$ cat src/rtl/adc_conv_sequencer_if.sv
// Wrapper/core bus for the ADC conversion sequencer.
interface adc_conv_sequencer_if #(
  parameter int unsigned SAMPLE_WIDTH = 12
);
  logic [31:0]             TRIG_WORD;
  logic [7:0]              CHAN_MASK;
  logic                    POP;
  logic                    adc_done;
  logic [SAMPLE_WIDTH-1:0] adc_data;
  logic [2:0]              amux_sel;
  logic                    adc_start;
  logic                    irq;
  logic [31:0]             STATUS;
  logic [31:0]             MEASUREMENT;

  // Driver side: register wrapper plus ADC core
  modport master (
    output TRIG_WORD, CHAN_MASK, POP, adc_done, adc_data,
    input  amux_sel, adc_start, irq, STATUS, MEASUREMENT
  );

  // Sequencer side
  modport slave (
    input  TRIG_WORD, CHAN_MASK, POP, adc_done, adc_data,
    output amux_sel, adc_start, irq, STATUS, MEASUREMENT
  );
endinterface

$ cat src/rtl/adc_conv_sequencer.sv
// ADC conversion sequencer: walks the enabled mux channels, times settle/start/wait,
// and queues tagged results in a 4-entry FIFO read back through MEASUREMENT.
module adc_conv_sequencer #(
  parameter int unsigned SAMPLE_WIDTH   = 12,
  parameter int unsigned SETTLE_CYCLES  = 8,
  parameter int unsigned TIMEOUT_CYCLES = 255
) (
  input logic                 clk,
  input logic                 reset,
  adc_conv_sequencer_if.slave bus
);
  localparam int unsigned ENTRY_W = 3 + SAMPLE_WIDTH;
  localparam int unsigned DEPTH   = 4;
  localparam int unsigned CNT_MAX = (SETTLE_CYCLES > TIMEOUT_CYCLES) ? SETTLE_CYCLES : TIMEOUT_CYCLES;
  localparam int unsigned CNT_W   = $clog2(CNT_MAX + 1);

  // DONE shares STATUS code 0 with IDLE through its low two bits
  typedef enum logic [2:0] {
    S_IDLE   = 3'd0,
    S_SETTLE = 3'd1,
    S_START  = 3'd2,
    S_WAIT   = 3'd3,
    S_DONE   = 3'd4
  } state_e;

  state_e             state_q;
  logic [CNT_W-1:0]   cnt_q;
  logic [7:0]         mask_q;
  logic [2:0]         amux_q;
  logic               start_q;
  logic               irq_q;
  logic               busy_q;
  logic               scan_to_q;
  logic               prev_start_q;
  logic               ovf_q;
  logic               timeout_q;
  logic [1:0]         wr_q;
  logic [1:0]         rd_q;
  logic [2:0]         count_q;
  logic [2:0]         count_d;
  logic [ENTRY_W-1:0] mem_q [DEPTH];

  logic               trig_c;
  logic               push_c;
  logic               pop_c;
  logic               push_ok_c;
  logic               ovf_evt_c;
  logic               to_evt_c;
  logic [3:0]         nxt_c;
  logic [ENTRY_W-1:0] head_c;
  logic [31:0]        meas_c;

  // Reserved trigger bits
  logic unused_trig;
  assign unused_trig = ^bus.TRIG_WORD[31:3];

  function automatic logic [2:0] lowest_chan(input logic [7:0] m);
    logic [2:0] r;
    r = 3'd0;
    for (int i = 7; i >= 0; i--) if (m[i]) r = 3'(i);
    return r;
  endfunction

  // {found, index} of the lowest enabled channel above cur
  function automatic logic [3:0] next_chan(input logic [7:0] m, input logic [2:0] cur);
    logic [3:0] r;
    r = 4'd0;
    for (int i = 7; i >= 0; i--) if (m[i] && (i > int'(cur))) r = {1'b1, 3'(i)};
    return r;
  endfunction

  // Trigger edge, FIFO push/pop arbitration and flag events
  always_comb begin
    trig_c    = bus.TRIG_WORD[0] && !prev_start_q;
    push_c    = (state_q == S_WAIT) && bus.adc_done;
    pop_c     = bus.POP && (count_q != 3'd0);
    push_ok_c = push_c && ((count_q != 3'(DEPTH)) || pop_c);
    ovf_evt_c = push_c && !push_ok_c;
    to_evt_c  = (state_q == S_WAIT) && !bus.adc_done && (cnt_q == CNT_W'(TIMEOUT_CYCLES - 1));
    nxt_c     = next_chan(mask_q, amux_q);
    count_d   = count_q + 3'(push_ok_c) - 3'(pop_c);
  end

  // Scan sequencer with registered start/irq/busy
  always_ff @(posedge clk) begin
    if (reset) begin
      state_q      <= S_IDLE;
      cnt_q        <= '0;
      mask_q       <= '0;
      amux_q       <= '0;
      start_q      <= 1'b0;
      irq_q        <= 1'b0;
      busy_q       <= 1'b0;
      scan_to_q    <= 1'b0;
      prev_start_q <= 1'b1;
    end else begin
      prev_start_q <= bus.TRIG_WORD[0];
      start_q      <= 1'b0;
      irq_q        <= 1'b0;
      case (state_q)
        S_IDLE: begin
          if (trig_c && (bus.CHAN_MASK != 8'd0)) begin
            mask_q    <= bus.CHAN_MASK;
            amux_q    <= lowest_chan(bus.CHAN_MASK);
            cnt_q     <= '0;
            busy_q    <= 1'b1;
            scan_to_q <= 1'b0;
            state_q   <= S_SETTLE;
          end
        end
        S_SETTLE: begin
          if (cnt_q == CNT_W'(SETTLE_CYCLES - 1)) begin
            cnt_q   <= '0;
            start_q <= 1'b1;
            state_q <= S_START;
          end else begin
            cnt_q <= cnt_q + CNT_W'(1);
          end
        end
        S_START: begin
          cnt_q   <= '0;
          state_q <= S_WAIT;
        end
        S_WAIT: begin
          if (bus.adc_done) begin
            if (nxt_c[3]) begin
              amux_q  <= nxt_c[2:0];
              cnt_q   <= '0;
              state_q <= S_SETTLE;
            end else begin
              busy_q  <= 1'b0;
              irq_q   <= 1'b1;
              state_q <= S_DONE;
            end
          end else if (to_evt_c) begin
            scan_to_q <= 1'b1;
            busy_q    <= 1'b0;
            irq_q     <= 1'b1;
            state_q   <= S_DONE;
          end else begin
            cnt_q <= cnt_q + CNT_W'(1);
          end
        end
        S_DONE: begin
          if (bus.TRIG_WORD[1] && !scan_to_q && (bus.CHAN_MASK != 8'd0)) begin
            mask_q  <= bus.CHAN_MASK;
            amux_q  <= lowest_chan(bus.CHAN_MASK);
            cnt_q   <= '0;
            busy_q  <= 1'b1;
            state_q <= S_SETTLE;
          end else begin
            state_q <= S_IDLE;
          end
        end
        default: state_q <= S_IDLE;
      endcase
    end
  end

  // FIFO pointers, occupancy and sticky flags (clear wins over set)
  always_ff @(posedge clk) begin
    if (reset) begin
      wr_q      <= '0;
      rd_q      <= '0;
      count_q   <= '0;
      ovf_q     <= 1'b0;
      timeout_q <= 1'b0;
    end else begin
      if (push_ok_c) wr_q <= wr_q + 2'd1;
      if (pop_c) rd_q <= rd_q + 2'd1;
      count_q <= count_d;
      if (bus.TRIG_WORD[2]) ovf_q <= 1'b0;
      else if (ovf_evt_c) ovf_q <= 1'b1;
      if (bus.TRIG_WORD[2]) timeout_q <= 1'b0;
      else if (to_evt_c) timeout_q <= 1'b1;
    end
  end

  // FIFO storage: channel tag above the sample
  always_ff @(posedge clk) begin
    if (push_ok_c && !reset) mem_q[wr_q] <= {amux_q, bus.adc_data};
  end

  // Head-of-FIFO read word, zero when empty
  always_comb begin
    head_c = mem_q[rd_q];
    meas_c = '0;
    if (count_q != 3'd0) begin
      meas_c[31]                 = 1'b1;
      meas_c[18:16]              = head_c[ENTRY_W-1 -: 3];
      meas_c[SAMPLE_WIDTH-1:0]   = head_c[SAMPLE_WIDTH-1:0];
    end
  end

  assign bus.amux_sel    = amux_q;
  assign bus.adc_start   = start_q;
  assign bus.irq         = irq_q;
  assign bus.STATUS      = {18'd0, state_q[1:0], 1'b0, amux_q, 2'd0, timeout_q, ovf_q, count_q, busy_q};
  assign bus.MEASUREMENT = meas_c;
endmodule

$ cat src/flat_wrapper.sv
// flat-port wrapper written by rule: the top's interface ports become plain ports
module adc_conv_sequencer_flat 
#(
  parameter int unsigned SAMPLE_WIDTH   = 12,
  parameter int unsigned SETTLE_CYCLES  = 8,
  parameter int unsigned TIMEOUT_CYCLES = 255
)
  (clk, reset, bus_TRIG_WORD, bus_CHAN_MASK, bus_POP, bus_adc_done, bus_adc_data, bus_amux_sel, bus_adc_start, bus_irq, bus_STATUS, bus_MEASUREMENT);
  adc_conv_sequencer_if #(.SAMPLE_WIDTH(SAMPLE_WIDTH)) bus_i ();
  input logic clk;
  input logic reset;
  input wire logic [$bits(bus_i.TRIG_WORD)-1:0] bus_TRIG_WORD;
  input wire logic [$bits(bus_i.CHAN_MASK)-1:0] bus_CHAN_MASK;
  input wire logic [$bits(bus_i.POP)-1:0] bus_POP;
  input wire logic [$bits(bus_i.adc_done)-1:0] bus_adc_done;
  input wire logic [$bits(bus_i.adc_data)-1:0] bus_adc_data;
  output wire logic [$bits(bus_i.amux_sel)-1:0] bus_amux_sel;
  output wire logic [$bits(bus_i.adc_start)-1:0] bus_adc_start;
  output wire logic [$bits(bus_i.irq)-1:0] bus_irq;
  output wire logic [$bits(bus_i.STATUS)-1:0] bus_STATUS;
  output wire logic [$bits(bus_i.MEASUREMENT)-1:0] bus_MEASUREMENT;
  assign bus_i.TRIG_WORD = bus_TRIG_WORD;
  assign bus_i.CHAN_MASK = bus_CHAN_MASK;
  assign bus_i.POP = bus_POP;
  assign bus_i.adc_done = bus_adc_done;
  assign bus_i.adc_data = bus_adc_data;
  assign bus_amux_sel = bus_i.amux_sel;
  assign bus_adc_start = bus_i.adc_start;
  assign bus_irq = bus_i.irq;
  assign bus_STATUS = bus_i.STATUS;
  assign bus_MEASUREMENT = bus_i.MEASUREMENT;
  adc_conv_sequencer #(.SAMPLE_WIDTH(SAMPLE_WIDTH), .SETTLE_CYCLES(SETTLE_CYCLES), .TIMEOUT_CYCLES(TIMEOUT_CYCLES)) u_core (.clk(clk), .reset(reset), .bus(bus_i));
endmodule
$ cat config.mk
export PLATFORM = sky130hd
export DESIGN_NAME = adc_conv_sequencer_flat
export DESIGN_NICKNAME = d
export VERILOG_FILES = /design/src/rtl/adc_conv_sequencer_if.sv /design/src/rtl/adc_conv_sequencer.sv /design/src/flat_wrapper.sv
export SDC_FILE = /design/constraint.sdc
export NUM_CORES = 1
export LEC_CHECK = 0
export CORE_MARGIN = 8
export CORE_UTILIZATION = 44
export DETAILED_ROUTE_END_ITERATION = 10
export GPL_TIMING_DRIVEN = 0
export PLACE_DENSITY = 0.82
export SYNTH_ARGS = -nofsm -noshare
export SYNTH_HDL_FRONTEND = slang
export SYNTH_SLANG_ARGS = --single-unit
export TNS_END_PERCENT = 30
$ cat constraint.sdc
create_clock -name clk -period 2.48 [get_ports clk]
set_clock_uncertainty 0.2 [all_clocks]
set_input_delay 0.372 -clock clk [delete_from_list [all_inputs] [get_ports clk]]
set_output_delay 0.372 -clock clk [all_outputs]
set_load 0.005 [all_outputs]
======== Word level (Yosys, flattened, before mapping) ========
Memories as Yosys holds them, arrays and structs flattened. A register that Yosys moved wholly into a read port is not among the register bits.
Index checks and enable logic that the tools add are counted.
word-level totals
  register bits ........................... 36
  bits in writable memories ............... 60
  input bits .............................. 56
  output and inout port bits .............. 69
  logic and storage cells ................. 145
  memories kept ........................... 1
memories
  name          depth  width  rd ports  clocked after Yosys merged registers in  wr ports  line                      text
  u_core.mem_q  4      15     1         1                                        1         adc_conv_sequencer.sv:41  logic [ENTRY_W-1:0] mem_q [DEPTH];
cells by class
  add/subtract/negate cells ............... 5
  magnitude comparators ................... 7
  equal/unequal tests ..................... 18
  muxes and demuxes ....................... 58
  bitwise operators ....................... 2
  reductions and logical operators ........ 40
operators by type and width
  operator                                                                        count
  8-bit two-way mux                                                               8
  3-bit two-way mux                                                               18
  8-bit case mux with 5 select lines                                              1
  4-bit two-way mux                                                               7
  1-bit logical AND                                                               18
  1-bit two-way mux                                                               16
  8-bit case mux with 2 select lines                                              1
  3-bit case mux with 5 select lines                                              1
  5-bit AND reduction                                                             3
  3-bit greater-than comparator, first input constant                             4
  12-bit two-way mux                                                              1
  2-bit by 1-bit inequality test with 1-bit output, second input constant         5
  3-bit inequality test, second input constant                                    3
  3-bit case mux with 3 select lines                                              1
  8-bit by 1-bit adder with 8-bit output, second input constant                   1
  8-bit by 3-bit equality test with 1-bit output, second input constant           1
  8-bit equality test, second input constant                                      1
  8-bit nonzero test                                                              1
  3-bit by 2-bit equality test with 1-bit output, second input constant           2
  2-bit by 3-bit greater-than comparator with 1-bit output, first input constant  2
  3-bit by 2-bit inequality test with 1-bit output, second input constant         2
  3-bit AND reduction                                                             2
  3-bit nonzero test                                                              2
  2-bit OR reduction                                                              3
  17 further kinds                                                                26

======== Longest topological paths before layout ========
Gate-level depths: netlist of the first run.
  word-level depth ........................ 12
  mapped depth ............................ 11
  depth with buffers taken out ............ 10

======== Least setup slack after synthesis of the first run ========
Ideal clock, no wire load.
  path type ............................... register to register
  start ................................... register u_core.count_q[2]
  end ..................................... register u_core.count_q[2]
  setup time .............................. 128 ps
  arrival time ............................ 2181 ps
  slack ................................... -29 ps
  cell stages (with the launch flop) ...... 12
  buffers on the path ..................... 1
  cell sequence ........................... dfxtp_1 > or3_1 > clkbuf_1 > and2_1 > ha_1 > inv_1 > ha_1 > inv_1 > fa_1 > xor2_1 > xnor2_1 > nor2_1
between the ends
  longest elaborated chain between the ends .. 6
  elaborated cells between the ends (all ways) .. 7
  classes of those cells .................. 2 x add/sub; 1 x eq/ne; 4 x reduce/logical
RTL lines
  what                                           line                       text
  start, declared                                adc_conv_sequencer.sv:39   logic [2:0] count_q;
  start signal, assigned                         adc_conv_sequencer.sv:171  count_q <= count_d;
  3-bit nonzero test *                           adc_conv_sequencer.sv:76   pop_c = bus.POP && (count_q != 3'd0);
  1-bit logical AND *                            adc_conv_sequencer.sv:76
  named net u_core.pop_c                         adc_conv_sequencer.sv:45   logic pop_c;
  1-bit logical OR                               adc_conv_sequencer.sv:77   push_ok_c = push_c && ((count_q != 3'(DEPTH)) || pop_c);
  1-bit logical AND                              adc_conv_sequencer.sv:77
  3-bit by 1-bit adder with 3-bit output         adc_conv_sequencer.sv:81   count_d = count_q + 3'(push_ok_c) - 3'(pop_c);
  3-bit by 1-bit subtractor with 3-bit output *  adc_conv_sequencer.sv:81
The timed path passes the listed nets; every way through them passes the cells marked *.
A chain may end at the register's enable or synchronous reset.

==> impl_metrics.env, run 1 <==
export IMPL_wire_per_inst_microns=15.9
export IMPL_place_port_buffers=57
export IMPL_synth_async_reset_ratio=0
export IMPL_dp_hpwl_microns=7190
export IMPL_clock_root_buffer="clkbuf_8"
export IMPL_grt_pass1_vias=3438
export IMPL_numCtsBuffers=9
export IMPL_cap_violations=0
export IMPL_routabilityCongestion=0.902
export IMPL_max_freq_mhz=414
export IMPL_drt_iter0_drc=156
export IMPL_die_area_sq_um=14400
export IMPL_fill_cells=914
export IMPL_clk_pin_slew_ns=0.10
export IMPL_yosysTopAreaCell="edfxtp_1"
export IMPL_grt_max_degree=19
export IMPL_drc=0
export IMPL_arrival_ns=1.85
export IMPL_total_power_w=0.00440
export IMPL_coreArea_sq_um=10700
export IMPL_num_vias=3340
export IMPL_min_path_type="in2reg"
export IMPL_overflow=0
export IMPL_worst_slack_ns=0.0622
export IMPL_cp_start_kind="flip-flop"
export IMPL_path_buf_inv=3
export IMPL_drtAntennaViolNets=0
export IMPL_crit_fanout=5
export IMPL_seq_area_frac_synth=0.536
export IMPL_rsz0062_at_grt="true"
export IMPL_max_stage_delay_ns=0.48
export IMPL_slew_viol_final=0
export IMPL_start_util=0.444
export IMPL_reg2reg_from="u_core.state_q[1]$_SDFFE_PP0P_"
export IMPL_viasPerCell=5.14
export IMPL_final_cells=650
export IMPL_drive_above_1_share=0.271
export IMPL_avgSynthCellArea_sq_um=12.1
export IMPL_ir_drop_mv=0.365
export IMPL_critPathRequiredTime_ns=1.91
export IMPL_htree_levels=3
export IMPL_area_growth_pct=26.5
export IMPL_synth_edf_count=60
export IMPL_preCtsSetupSlack_ns=-0.538
export IMPL_synth_distinct_cells=62
export IMPL_syn_inst=392
export IMPL_slowest_stage="mux4_2"
export IMPL_synth_flop_cell="edfxtp_1"
export IMPL_critPathCapture="bus_MEASUREMENT[6]"
export IMPL_numPlacedInstances=625
export IMPL_grt_usage=0.147
export IMPL_status="complete, no violations"
export IMPL_antenna_found_initial=0
export IMPL_diodes=0
export IMPL_ys_ff_latch=97
export IMPL_path_delay_family="buffers and inverters"
export IMPL_ioPinCount=125
export IMPL_nets=570
export IMPL_ys_warn_count=0
export IMPL_criticalPathCategory="reg2out"
export IMPL_reg2reg_slack_ns=0.11
export IMPL_period_minus_slack_ns=2.42
export IMPL_cts_tree="yes"
export IMPL_fp_dieW_microns=120
export IMPL_synth_most_common_cell="edfxtp_1"
export IMPL_leakagePower_nw=2.24
export IMPL_insertion_delay_ns=0.36
export IMPL_power_density_nw_per_um2=734
export IMPL_ys_top_cells_by_area="edfxtp_1, dfxtp_1, buf_4, mux4_2, nor2_1"
export IMPL_die_h_microns=120
export IMPL_wirelength_microns=10400
export IMPL_finalCritPeriodShare=0.975
export IMPL_grt_pass1_wl_microns=17000
export IMPL_clkSinkCount=97
export IMPL_synth_common_cells="edfxtp_1, buf_4, dfxtp_1"
export IMPL_final_hold_violation_count=0
export IMPL_crit_chain="buf_6 -> buf_16 -> mux4_2 -> and2_1 -> dlygate4sd2_1"
export IMPL_r2r_end="u_core.count_q[2]$_SDFF_PP0_"
export IMPL_cp_num_cells=5
export IMPL_synth_area_sq_um=4740
export IMPL_rr_worst_depth=9
export IMPL_end_kind="primary output"
export IMPL_first_pass_iters=5
export IMPL_slew_headroom=0.464
export IMPL_synth_top_area_frac=0.380
export IMPL_hold_depth=2
export IMPL_num_rows=38
export IMPL_setup_viol=0
export IMPL_cts_path_max_buffers=2
export IMPL_tightest_slew_ns=0.797
export IMPL_whs_ns=0.260
-- metal layers --
metal | global-route usage | vias to the layer above | wire length (microns)
li1 | - | 1589 | -
met1 | 0.167 | 1608 | 4220
met2 | 0.262 | 131 | 5300
met3 | 0.0470 | 12 | 746
met4 | 0.0375 | 0 | 91
met5 | 0 | - | 0
-- kinds of logic (layout without fill, tap and decap cells) --
group | after synthesis | after routing | share of synthesized area
DFF | 97 | 97 | 0.536
other | 1 | 37 | 0.000790
buffers and inverters | 79 | 161 | 0.103
xor gates and xnor gates | 5 | 5 | 0.00923
adders and majority gates | 9 | 9 | 0.0253
muxes | 24 | 24 | 0.0902
and+or+nand+nor | 115 | 115 | 0.132
AOI/OAI and AO/OA | 62 | 62 | 0.104
-- cells in the final DEF, fill, tap and decap left out, types with 3 or more instances in the layout --
cell type        Yosys  routed
and2_4               0       6
clkdlybuf4s50_1      0      42
buf_2                5       6
inv_1               18      16
dfxtp_1             37      32
dlygate4sd2_1        0       4
clkbuf_1             9       6
mux4_2              15      15
o21ai_0             10      10
nand3_1              7       7
nand2_1             17      17
buf_6                2       4
inv_6                0       3
clkdlybuf4s15_1      0       6
clkbuf_8             0       9
buf_4               45      52
a21oi_1              8       8
nor4_1               4       3
dfxtp_2              0       5
nor2_1              35      34
and3_2               0       4
ha_1                 8       6
nand4_1              3       3
edfxtp_1            60      60
a311oi_1             4       4
and2_1              17      11
xnor2_1              3       3
a31oi_1              8       8
mux2i_1              9       9
o21a_1               3       3
nor2b_1              3       3
nor3_1               6       6
conb_1               1      37
-- worst min-delay path by stage --
stage                                              from                             to  slack (ns)
after floorplan                        bus_TRIG_WORD[2]      u_core.ovf_q$_SDFFE_PP0P_        0.25
after global placement    u_core.mask_q[1]$_SDFFE_PP0P_  u_core.mask_q[1]$_SDFFE_PP0P_        0.28
after detailed placement  u_core.timeout_q$_SDFFE_PP0P_  u_core.timeout_q$_SDFFE_PP0P_        0.31
after CTS                                         reset   u_core.cnt_q[5]$_SDFFE_PP0P_        0.23
after global routing                              reset   u_core.cnt_q[5]$_SDFFE_PP0P_        0.26
final                                             reset   u_core.cnt_q[5]$_SDFFE_PP0P_        0.26
-- cell type report --
type	instances	area (sq um)	share of cell area
sequential	97	2550	0.425
multi-input combinational	252	1930	0.322
timing repair buffer	67	652	0.109
buffer	60	444	0.0740
tap	140	175	0.0292
clock buffer	9	124	0.0206
inverter	18	67.6	0.0113
clock inverter	7	60.1	0.0100
-- flip-flops by register name, indices dropped and copies added (netlist names), named ones only --
register / count
u_core.bus.adc_start: 1
u_core.bus.amux_sel: 3
u_core.bus.irq: 1
u_core.busy_q: 1
u_core.cnt_q: 8
u_core.count_q: 3
u_core.mask_q: 7
u_core.mem_q: 60
u_core.ovf_q: 1
u_core.prev_start_q: 1
u_core.rd_q: 2
u_core.scan_to_q: 1
u_core.state_q: 3
u_core.timeout_q: 1
u_core.wr_q: 2
-- worst register-to-register path, cell delays in order (launching register included) --
cell	delay [ns]
dfxtp_1	0.48
and3b_1	0.26
nand2_1	0.22
nor2_4	0.22
ha_4	0.15
inv_2	0.03
fa_2	0.34
xor2_2	0.16
xnor2_1	0.14
nor2_1	0.05
-- stage by stage --
step           setup TNS (ns)   util  instance area (sq um)
2_1_floorplan               0      -                   4880
3_3_place_gp           -32.22  0.526                   5630
3_5_place_dp           -34.91  0.526                   5630
4_1_cts               -0.0806  0.560                   5990
5_1_grt               -0.0601  0.561                   6000
6_report                    0  0.561                   6000
-- power by group --
part / total (W) / switching [W] / leakage (nW) / internal (W)
registers: 0.00184 / 0.0000633 / 0.843 / 0.00177
clock network: 0.000974 / 0.000588 / 0.0921 / 0.000386
logic: 0.00159 / 0.000634 / 1.31 / 0.000958
total: 0.00440 / 0.00129 / 2.24 / 0.00312
-- repair_timing --
action | in CTS | in global routing
gates resized for setup | 60 | 15
hold endpoints to repair | 0 | 0
gates cloned | 1 | 0
pin swaps | 6 | 5
setup endpoints to repair | 78 | 16
hold buffers | 0 | 0
setup buffers | 6 | 3
(Power assumes the default switching activity.)
==> run 2, diff against run 1 <==
Settings changed: CORE_MARGIN 8 to 2.
==> impl_metrics.env, run 2 (same netlist as run 1, synthesis figures left out) <==
export IMPL_numCtsBuffers=9
export IMPL_leakagePower_nw=2.24
export IMPL_reg2reg_from="u_core.count_q[0]$_SDFF_PP0_"
export IMPL_slowest_stage="or3_4"
export IMPL_criticalPathCategory="reg2reg"
export IMPL_dp_hpwl_microns=6690
export IMPL_cp_start_kind="flip-flop"
export IMPL_reg2reg_slack_ns=-0.04
export IMPL_violations="setup timing"
export IMPL_place_port_buffers=57
export IMPL_coreArea_sq_um=10400
export IMPL_clkSinkCount=97
export IMPL_max_freq_mhz=397
export IMPL_min_from="reset"
export IMPL_drc=0
export IMPL_top_regs="u_core.mem_q (60), u_core.cnt_q (8), u_core.mask_q (7)"
export IMPL_finalCritPeriodShare=1.01
export IMPL_max_stage_delay_ns=0.39
export IMPL_die_h_microns=108
export IMPL_postPlaceCellArea_sq_um=5620
export IMPL_clock_root_buffer="clkbuf_8"
export IMPL_seq_area_sq_um=2550
export IMPL_whs_ns=0.238
export IMPL_grt_pass1_vias=3045
export IMPL_holdPathEnd="u_core.cnt_q[5]$_SDFFE_PP0P_"
export IMPL_period_minus_slack_ns=2.52
export IMPL_grt_max_degree=19
export IMPL_first_pass_iters=5
export IMPL_postLayoutCellArea_sq_um=6030
export IMPL_worst_slack_ns=-0.0363
export IMPL_ir_drop_mv=0.414
export IMPL_fp_dieW_microns=108
export IMPL_start_util=0.455
export IMPL_wirelength_microns=9560
export IMPL_top_register="u_core.mem_q"
export IMPL_end_kind="flip-flop"
export IMPL_die_area_sq_um=11600
export IMPL_grt_pass1_wl_microns=14900
export IMPL_cts_path_max_buffers=2
export IMPL_num_vias=3279
export IMPL_wire_per_inst_microns=14.8
export IMPL_drtAntennaViolNets=0
export IMPL_routabilityCongestion=0.868
export IMPL_r2r_end="u_core.count_q[2]$_SDFF_PP0_"
export IMPL_final_hold_violation_count=0
export IMPL_slew_headroom=0.485
export IMPL_setup_viol=1
export IMPL_rsz0062_at_grt="true"
export IMPL_area_growth_pct=27.2
export IMPL_tightest_slew_ns=0.768
export IMPL_antenna_found_initial=0
export IMPL_power_density_nw_per_um2=745
export IMPL_final_cell_mix="edfxtp_1, buf_4, clkdlybuf4s50_1"
export IMPL_cts_tree="yes"
export IMPL_drive_above_1_share=0.259
export IMPL_num_rows=37
export IMPL_layout_commonest_cell="edfxtp_1"
export IMPL_ioPinCount=125
export IMPL_crit_chain="or3_4 -> buf_8 -> and2_4 -> ha_4 -> inv_2 -> ha_4 -> inv_2 -> fa_2 -> xor2_2 -> xnor2_1 -> nor2_1"
export IMPL_viasPerCell=5.08
export IMPL_slew_viol_final=0
export IMPL_grt_usage=0.164
export IMPL_nets=569
export IMPL_status="finished, violations left"
export IMPL_htree_levels=3
export IMPL_diodes=0
export IMPL_crit_fanout=4
export IMPL_min_path_type="in2reg"
export IMPL_cap_violations=0
export IMPL_hold_depth=2
export IMPL_total_power_w=0.00449
export IMPL_critPathRequiredTime_ns=2.51
export IMPL_clk_pin_slew_ns=0.10
export IMPL_largest_register_ffs=60
export IMPL_arrival_ns=2.55
export IMPL_fill_cells=865
export IMPL_multiInputGateArea_sq_um=1930
export IMPL_insertion_delay_ns=0.35
export IMPL_overflow=0
export IMPL_drt_iter0_drc=236
export IMPL_rr_worst_depth=11
==> run 2: cell count changes in the layout (fill, tap and decap cells not counted), sizes merged <==
cell	change
buf	-3
clkbuf	-3
clkdlybuf4s15	+7
clkdlybuf4s50	-1
clkinv	+2
dlygate4sd2	-2
dlymetal6s2s	+1
inv	-2
==> run 2: worst max-delay path: cells and delay by family (launching register included) <==
kind / cells / cell delay [ns]
flops: 1 / 0.35
buf+inv: 3 / 0.22
simple gates: 3 / 0.61
xor+xnor: 2 / 0.32
fa+ha+maj: 3 / 0.70
==> run 2: final cells by class <==
| class | count | share of cell area |
|---|---|---|
| Sequential cell | 97 | 0.423 |
| Timing Repair Buffer | 65 | 0.110 |
| Tap cell | 136 | 0.0282 |
| Clock buffer | 9 | 0.0205 |
| Buffer | 61 | 0.0774 |
| Inverter | 18 | 0.0112 |
| Multi-Input combinational cell | 252 | 0.320 |
| Clock inverter | 7 | 0.0108 |
==> run 2: worst max-delay path by stage <==
stage | startpoint | depth (start not counted) | endpoint | slack (ns)
after global routing | u_core.count_q[0]$_SDFF_PP0_ | 11 | u_core.count_q[2]$_SDFF_PP0_ | -0.10
after CTS | u_core.count_q[2]$_SDFF_PP0_ | 11 | u_core.count_q[2]$_SDFF_PP0_ | -0.18
final | u_core.count_q[0]$_SDFF_PP0_ | 11 | u_core.count_q[2]$_SDFF_PP0_ | -0.04
after floorplan | u_core.count_q[2]$_SDFF_PP0_ | 11 | u_core.count_q[2]$_SDFF_PP0_ | 0.008
after global placement | bus_adc_done | 4 | u_core.mem_q[0][4]$_DFFE_PP_ | -0.50
after detailed placement | bus_adc_done | 4 | u_core.mem_q[3][6]$_DFFE_PP_ | -0.61
==> run 2: repair_timing <==
item / CTS / global route
hold buffers: 0 / 0
buffers inserted: 1 / 5
gates resized for setup: 41 / 35
endpoints found under the setup margin: 78 / 17
gates cloned: 1 / 1
pin swaps: 6 / 5
==> run 2: where the power goes <==
part           internal (W)  switching (W)  total (W)
Combinational       0.00105       0.000635    0.00168
Clock              0.000386       0.000575   0.000960
Sequential          0.00177      0.0000749    0.00185
Total               0.00321        0.00128    0.00449
==> run 2: through the flow <==
| step | utilization | setup slack, ns | TNS (ns) | cells |
|---|---|---|---|---|
| after floorplan | - | 0.00763 | 0 | 428 |
| after global placement | 0.540 | -0.501 | -33.42 | 621 |
| after detailed placement | 0.540 | -0.612 | -40.63 | 621 |
| after CTS | 0.566 | -0.176 | -0.181 | 639 |
| after global routing | 0.579 | -0.104 | -0.127 | 645 |
| final | 0.579 | -0.0363 | -0.0363 | 645 |
==> run 2: per-layer routing <==
metal,wire [microns],GRT usage
met1,3810,0.201
met2,5030,0.294
met3,658,0.0418
met4,51,0.0311
met5,0,0
==> run 3, diff against run 2 <==
Settings changed: SLEW_MARGIN set to 25.
==> results of run 3 <==
Final layout, timing and power as in run 2 (identical DEF).
